$ cat src/rtl/lector_destinos_pkg.sv
// Shared defaults and encodings for the destination drain stage.
package lector_destinos_pkg;
  localparam int BW_DEF = 6;
  localparam int CW_DEF = 5;

  typedef enum logic [1:0] {
    IDX_D0  = 2'd0,
    IDX_D1  = 2'd1,
    IDX_SUM = 2'd2,
    IDX_RSV = 2'd3
  } idx_e;

  typedef enum logic {
    RUN  = 1'b0,
    HALT = 1'b1
  } ch_state_e;
endpackage

$ cat src/rtl/canal_lector.sv
// One destination channel: pop strobe, 2-stage read pipe, RUN/HALT FSM, packet counter.
// LECTOR_SAT_EN: counter saturates at all-ones instead of wrapping.
module canal_lector
  import lector_destinos_pkg::*;
#(
  parameter int BW = BW_DEF,
  parameter int CW = CW_DEF
) (
  input  logic          clk,
  input  logic          reset_L,
  input  logic          init,
  input  logic          empty,
  input  logic          error_output,
  input  logic [BW-1:0] data_out,
  input  logic          ready,
  output logic          rd,
  output logic [BW-1:0] pkt,
  output logic          valid,
  output logic          err,
  output logic [CW-1:0] cnt
);
  localparam int STAGES = 2;

  ch_state_e         state, state_nxt;
  logic [STAGES:1]   vld_pipe;
  logic [CW-1:0]     cnt_inc;

  assign err   = (state == HALT);
  assign rd    = reset_L & ~empty & ~error_output & ready & ~err;
  assign valid = vld_pipe[STAGES];

  // init releases HALT even if an error is reported in the same cycle
  always_comb begin
    state_nxt = state;
    if (init)              state_nxt = RUN;
    else if (error_output) state_nxt = HALT;
  end

  always_comb begin
`ifdef LECTOR_SAT_EN
    cnt_inc = (&cnt) ? cnt : cnt + CW'(1);
`else
    cnt_inc = cnt + CW'(1);
`endif
  end

  always_ff @(posedge clk or negedge reset_L) begin
    if (!reset_L) begin
      state    <= RUN;
      vld_pipe <= '0;
      pkt      <= '0;
      cnt      <= '0;
    end else begin
      state    <= state_nxt;
      vld_pipe <= {vld_pipe[STAGES-1:1], rd};
      // FIFO data is valid the cycle after the pop, i.e. alongside stage 1
      if (vld_pipe[1]) pkt <= data_out;
      if (init)          cnt <= '0;
      else if (valid)    cnt <= cnt_inc;
    end
  end
endmodule

$ cat src/rtl/lector_destinos.sv
// D0/D1 destination FIFO drain with per-channel counters and an idle-gated counter read port.
// LECTOR_SAT_EN (in canal_lector) selects saturating counters.
module lector_destinos
  import lector_destinos_pkg::*;
#(
  parameter int BW = BW_DEF,
  parameter int CW = CW_DEF
) (
  input  logic          clk,
  input  logic          reset_L,
  input  logic          init,
  input  logic          idle_in,
  input  logic          D0_empty,
  input  logic          D1_empty,
  input  logic          D0_error_output,
  input  logic          D1_error_output,
  input  logic [BW-1:0] D0_data_out,
  input  logic [BW-1:0] D1_data_out,
  input  logic          D0_ready,
  input  logic          D1_ready,
  output logic          D0_rd,
  output logic          D1_rd,
  output logic [BW-1:0] D0_pkt,
  output logic [BW-1:0] D1_pkt,
  output logic          D0_valid,
  output logic          D1_valid,
  output logic [1:0]    err_sticky,
  input  logic          req,
  input  logic [1:0]    idx,
  output logic [CW:0]   cnt_data,
  output logic          cnt_valid
);
  logic [1:0]          empty, error_output, ready, rd, valid;
  logic [1:0][BW-1:0]  data_out, pkt;
  logic [1:0][CW-1:0]  cnt;
  logic [CW:0]         cnt_sel;
  logic                rd_ok;

  assign empty        = {D1_empty, D0_empty};
  assign error_output = {D1_error_output, D0_error_output};
  assign ready        = {D1_ready, D0_ready};
  assign data_out     = {D1_data_out, D0_data_out};
  assign {D1_rd, D0_rd}       = rd;
  assign {D1_valid, D0_valid} = valid;
  assign D0_pkt = pkt[0];
  assign D1_pkt = pkt[1];

  for (genvar n = 0; n < 2; n++) begin : g_canal
    canal_lector #(.BW(BW), .CW(CW)) u_canal (
      .clk(clk), .reset_L(reset_L), .init(init),
      .empty(empty[n]), .error_output(error_output[n]),
      .data_out(data_out[n]), .ready(ready[n]),
      .rd(rd[n]), .pkt(pkt[n]), .valid(valid[n]),
      .err(err_sticky[n]), .cnt(cnt[n])
    );
  end

  assign rd_ok = req & idle_in;

  always_comb begin
    cnt_sel = '0;
    case (idx_e'(idx))
      IDX_D0:  cnt_sel = {1'b0, cnt[0]};
      IDX_D1:  cnt_sel = {1'b0, cnt[1]};
      IDX_SUM: cnt_sel = {1'b0, cnt[0]} + {1'b0, cnt[1]};
      default: cnt_sel = '0;
    endcase
  end

  // registered response samples counters before this edge's increment
  always_ff @(posedge clk or negedge reset_L) begin
    if (!reset_L) begin
      cnt_valid <= 1'b0;
      cnt_data  <= '0;
    end else begin
      cnt_valid <= rd_ok;
      cnt_data  <= rd_ok ? cnt_sel : '0;
    end
  end
endmodule

$ cat config.mk
export PLATFORM = sky130hd
export DESIGN_NAME = lector_destinos
export DESIGN_NICKNAME = d
export VERILOG_FILES = /design/src/rtl/lector_destinos_pkg.sv /design/src/rtl/canal_lector.sv /design/src/rtl/lector_destinos.sv
export SDC_FILE = /design/constraint.sdc
export NUM_CORES = 1
export LEC_CHECK = 0
export CORE_ASPECT_RATIO = 1.25
export CORE_MARGIN = 2
export CORE_UTILIZATION = 40
export CTS_CLUSTER_SIZE = 8
export DETAILED_ROUTE_END_ITERATION = 16
export GPL_TIMING_DRIVEN = 0
export HOLD_SLACK_MARGIN = 0.06
export PLACE_DENSITY = 0.75
export SLEW_MARGIN = 20
export SYNTH_ARGS = -nofsm -noshare
export SYNTH_HDL_FRONTEND = slang
export SYNTH_SLANG_ARGS = --single-unit
$ cat constraint.sdc
create_clock -name clk -period 2.7 [get_ports clk]
set_input_delay 0.27 -clock clk [delete_from_list [all_inputs] [get_ports clk]]
set_output_delay 0.27 -clock clk [all_outputs]
set_load 0.005 [all_outputs]
Word level (Yosys, flattened, before mapping) --
Cells that the tools add are included.
Storage, ports and cells: bits in registers 35, input bits 25, output and inout port bits 25, logic and storage cells 45
Cells by class: add/sub/neg operators 3, eq/ne operators 2, multiplexer cells 10, bitwise logic cells 15, reduce and logical (&&, ||, !) cells 5
Operator list (number):
- $mux 5 | 4
- $pmux 6 s3 | 1
- $add 5x1->5 const B | 2
- $and 1x1->1 | 9
- $reduce_bool 2->1 | 4
- $add 5x5->6 | 1
- $mux 6 | 1
- $not 1->1 | 6
- $mux 1 | 4
- $eq 2x1->1 const B | 1
- $eq 2x2->1 const B | 1
- $logic_not 2->1 | 1

Depth between registers and ports, before layout --
word-level depth 5, gate-level depth with buffers 6, gate-level depth less buffers 6

Cells and area by module --
A second synthesis with hierarchy kept.
Second synthesis, totals: cell total of the unflattened synthesis 132, area, all modules 1622.8 µm²
Modules (own cells, without submodules):
- canal_lector | times used 2, cells each 41, area an instance 568.0 µm², sequential area each 350.3 µm²
- lector_destinos | times used 1, cells each 50, area an instance 486.7 µm², sequential area each 175.2 µm²

Least setup slack after synthesis --
Ideal clock, no wire load.
path type reg2reg, start point register g_canal[0].u_canal.cnt[0], end point register cnt_data[2], setup time 72 ps, data arrival time 1506 ps, required time 2628 ps, path slack 1122 ps, stages on the path, launching flop included 7, path buffers 0, period minus slack after synthesis 1578 ps, path through dfrtp_1 -> ha_1 -> fa_1 -> xnor2_1 -> a211oi_2 -> a21oi_1 -> nor2_1
Between the ends: longest elaborated chain between the ends 3
Ends and longest elaborated chain:
- from (decl) | RTL line canal_lector.sv:20 | output logic [CW-1:0] cnt
- from (signal assigned) | RTL line canal_lector.sv:59 | else if (valid) cnt <= cnt_inc;
- $add 5x5->6 | RTL line lector_destinos.sv:65 | IDX_SUM: cnt_sel = {1'b0, cnt[0]} + {1'b0, cnt[1]};
- $pmux 6 s3 | RTL line lector_destinos.sv:62 | case (idx_e'(idx))
- $mux 6 | RTL line lector_destinos.sv:77 | cnt_data <= rd_ok ? cnt_sel : '0;
- to (signal assigned) | RTL line lector_destinos.sv:77
- to (decl) | RTL line lector_destinos.sv:30 | output logic [CW:0] cnt_data,
No other way between the ends. A chain may end at the register's enable or synchronous reset.

Worst setup path after layout --
start point input port reset_L, end point output port D1_rd
Between the ends: longest elaborated chain between the ends 4
Ends and longest elaborated chain:
- from (decl) | RTL line lector_destinos.sv:10 | input logic reset_L,
- $and 1x1->1 (4 in a row) | RTL line canal_lector.sv:29 | assign rd = reset_L & ~empty & ~error_output & ready & ~err;
- to (decl) | RTL line lector_destinos.sv:22 | output logic D1_rd,
No other way between the ends.

==> tab_implementation.tex <==
\begin{tabular}{lr}
\hline
Metric & Value \\
\hline
\multicolumn{2}{l}{\textbf{Clock tree}} \\
Total CTS buffers & 5 \\
Clock sink total & 35 \\
Clock-pin slew reported for the worst setup and hold paths after clock tree synthesis & 0.07 ns \\
Clock tree root buffer cell & sky130\_fd\_sc\_hd\_\_clkbuf\_8 \\
TritonCTS clock tree & built \\
Clk\_lat worst skew & 0.28 ns \\
Worst-case clock buffer depth & 2 \\
\# Post-CTS Setup Buffers & 0 \\
Max H-tree Level & 2 \\
\multicolumn{2}{l}{\textbf{Drt}} \\
Routed length per placed instance & 13.47 um \\
Router iterations before antenna repair & 4 \\
Iter 0 DRT Violations & 23 \\
Total number of vias & 1161 \\
Drt via density & 5.092 \\
Number of nets with antenna violations after routing & 0 \\
Detailed Route WL & 3072 um \\
Number of design rule violations left after detail routing & 0 \\
\multicolumn{2}{l}{\textbf{Cells and area}} \\
Diodes inserted & 0 \\
Filler cells & 301 \\
Share of final-layout standard cells stronger than drive strength 1 & 14.89\% \\
Area growth from synthesis to layout & 43.20\% \\
Multi-input gate area & 648.1 um\^{}2 \\
Final \#Nets & 220 \\
Sequential cell area & 875.8 um\^{}2 \\
Final core area utilization & 59.67\% \\
\multicolumn{2}{l}{\textbf{Floorplanning}} \\
Height of the chip & 73.91 um \\
Top-Level Pins & 50 \\
Die Outline Area & 4429 um\^{}2 \\
Number of rows created at floorplan & 25 \\
Starting Density & 41.67\% \\
Placeable core area & 3754 um\^{}2 \\
Horiz. Die Dim & 59.93 um \\
\multicolumn{2}{l}{\textbf{STA}} \\
Timing-limited maximum frequency & 0.4122 GHz \\
Worst-margin pin slew & 0.4693 ns \\
Count of endpoints failing hold in the final timing report & 0 \\
Setup repair after global routing missed its margin & no \\
\# setup viols final & 0 \\
Relative max-transition margin & 68.71\% \\
Max-slew violation count & 0 \\
Worst-case hold slack & 0.2634 ns \\
Crit path time final & 2.426 ns \\
Maximum clock skew at final layout & 0.004267 ns \\
Period utilisation layout & 89.86\% \\
\multicolumn{2}{l}{\textbf{Min path}} \\
Type of the worst min-delay path & in -> reg \\
Hold endpoint & cnt\_data[3] \\
Startpoint of the worst hold path & idx[1] \\
Worst hold path depth & 2 \\
\multicolumn{2}{l}{\textbf{Synthesis}} \\
Most used flip-flop cell after synthesis & sky130\_fd\_sc\_hd\_\_dfrtp\_1 \\
Sequential element share of the synthesized area & 56.00\% \\
FFs w/ async S/R, synth & 100.0\% \\
Post-Synthesis Cell Area & 1564 um\^{}2 \\
Number of warning messages in the yosys log & 0 \\
EDFF count, synth & 0 \\
\#FFs+latches synth & 35 \\
Count of different cell masters after synthesis & 27 \\
Synth Instances & 130 \\
Net count of the mapped netlist & 163 \\
Avg Cell Area, Syn & 12.03 um\^{}2 \\
\multicolumn{2}{l}{\textbf{Worst setup path}} \\
Maximum net fanout on the critical path & 19 \\
Setup CP Type & in -> out \\
Reg2Reg Setup Slack & 0.97 ns \\
Register-to-Register Path Depth & 6 \\
Data arrival time of the critical path & 2.16 ns \\
Crit end category & output port \\
Source of the worst register-to-register timing path & g\_canal[0].u\_canal.cnt[0] \\
Reg2reg end & cnt\_data[2] \\
Kind of launch point of the worst setup path & input pin \\
Data required time of the critical path & 2.43 ns \\
\multicolumn{2}{l}{\textbf{Run}} \\
Max capacitance violation total & 0 \\
\multicolumn{2}{l}{\textbf{Pwr}} \\
Leak Pwr & 1.026 nW \\
Total Power Consumption & 1.284 mW \\
Power density relative to cell area & 573.1 nW/um\^{}2 \\
Peak supply drop & 0.4378 mV \\
\multicolumn{2}{l}{\textbf{GRT}} \\
Overall Global Routing Usage & 15.85\% \\
Vias in the first global route & 1128 \\
Pin count of the biggest net entering global routing & 20 \\
Number of antenna violations at the first check in global routing & 0 \\
Total overflow reported by the global router & 0 \\
Wire length of the first global-routing pass & 5064 um \\
\multicolumn{2}{l}{\textbf{Place}} \\
Count of port buffers added during placement & 48 \\
Detail Placement HPWL & 2370 um \\
Final weighted congestion of routability-driven global placement & 0.7233 \\
\multicolumn{2}{l}{\textbf{Outcome}} \\
Result of the run & completed \\
\hline
\end{tabular}
## final cells by class
cell class	instances	area share, %
repair buffers	50	22.91
well taps	40	2.235
flip-flops and latches	35	39.11
clock buffers	5	3.073
multi-input cells	88	28.94
plain buffers	6	1.620
clock inverters	3	1.955
inverters	1	0.1676
## flip-flops by register name, summed over array words and instances (netlist names)
signal and flops:
g_canal.u_canal.err 2, g_canal.u_canal.vld_pipe 4, cnt_data 6, g_canal.u_canal.pkt 12, g_canal.u_canal.cnt 10, cnt_valid 1
## critical path: stages
cell and delay [ns]:
sky130_fd_sc_hd__dlygate4sd3_1 0.52, sky130_fd_sc_hd__buf_2 0.40, sky130_fd_sc_hd__buf_16 0.22, sky130_fd_sc_hd__and4b_1 0.23, sky130_fd_sc_hd__clkdlybuf4s50_1 0.52
## Yosys cell counts (2+ instances only)
library cell              count  share of area (%)
sky130_fd_sc_hd__nor2_1      23                5.5
sky130_fd_sc_hd__xor2_1       7                3.9
sky130_fd_sc_hd__buf_2        2               0.64
sky130_fd_sc_hd__nand4_1      4                1.6
sky130_fd_sc_hd__nand2_1      4               0.96
sky130_fd_sc_hd__mux2_2      12                8.6
sky130_fd_sc_hd__o21ai_0      2               0.64
sky130_fd_sc_hd__buf_4        3                1.4
sky130_fd_sc_hd__mux2i_1      5                3.2
sky130_fd_sc_hd__dfrtp_1     35                 56
sky130_fd_sc_hd__a21oi_1      8                2.6
sky130_fd_sc_hd__xnor2_1      3                1.7
sky130_fd_sc_hd__ha_1         7                5.6
sky130_fd_sc_hd__nand3_1      2               0.64
## logic make-up after synthesis
family / after synthesis / synth area share, %
xor+xnor: 10 / 5.600
simple gates: 37 / 10.64
compound gates: 16 / 6.481
mux: 17 / 11.84
buf+inv: 7 / 2.559
flops: 35 / 56.00
fa+ha+maj: 8 / 6.880
## routing by layer
layer | share of wire (%) | vias up | global-route usage (%)
met3 | 7.3 | 2 | 6.338
met5 | 0 | - | 0
met2 | 53 | 41 | 27.05
met1 | 39 | 555 | 17.20
met4 | 0.94 | 0 | 6.667
li1 | - | 563 | -
## power breakdown
part / internal, mW / total (mW) / switching, mW
combinational: 0.156 / 0.223 / 0.0663
sequential: 0.574 / 0.600 / 0.0263
clock: 0.275 / 0.461 / 0.186
## per-stage QoR
stage	instance area [um^2]	setup WS, ns	setup TNS, ns	instances
final	2240	0.2738	0	228
after CTS	2240	0.2220	0	228
after global routing	2240	0.1731	0	228
after detailed placement	2117	0.7669	0	219
after global placement	2095	-0.2902	-0.5792	218
after floorplan	1564	1.122	0	130
## repair_timing
action,in CTS,in global routing
hold buffers,1,0
endpoints found under the hold margin,17,0
resized for setup,0,0
## layout by cell type (no fill, tap or decap), types with 2 or more instances in the layout
master and n:
sky130_fd_sc_hd__a21oi_1 8, sky130_fd_sc_hd__buf_2 3, sky130_fd_sc_hd__buf_4 3, sky130_fd_sc_hd__clkbuf_8 5, sky130_fd_sc_hd__clkdlybuf4s50_1 47, sky130_fd_sc_hd__dfrtp_1 35, sky130_fd_sc_hd__ha_1 7, sky130_fd_sc_hd__mux2_2 12
sky130_fd_sc_hd__mux2i_1 5, sky130_fd_sc_hd__nand2_1 4, sky130_fd_sc_hd__nand3_1 2, sky130_fd_sc_hd__nand4_1 4, sky130_fd_sc_hd__nor2_1 23, sky130_fd_sc_hd__o21ai_0 2, sky130_fd_sc_hd__xnor2_1 3, sky130_fd_sc_hd__xor2_1 7
## how the worst max path moves through the flow
stage	cells past startpoint	slack, ns	end	from
6_report	5	0.27	D1_rd	reset_L
5_1_grt	5	0.17	D1_rd	reset_L
4_1_cts	5	0.22	D1_rd	reset_L
3_5_place_dp	4	0.77	D1_rd	reset_L
3_3_place_gp	3	-0.29	D1_rd	reset_L
2_1_floorplan	6	1.12	cnt_data[2]	g_canal[0].u_canal.cnt[0]
(Power assumes the default switching activity.)
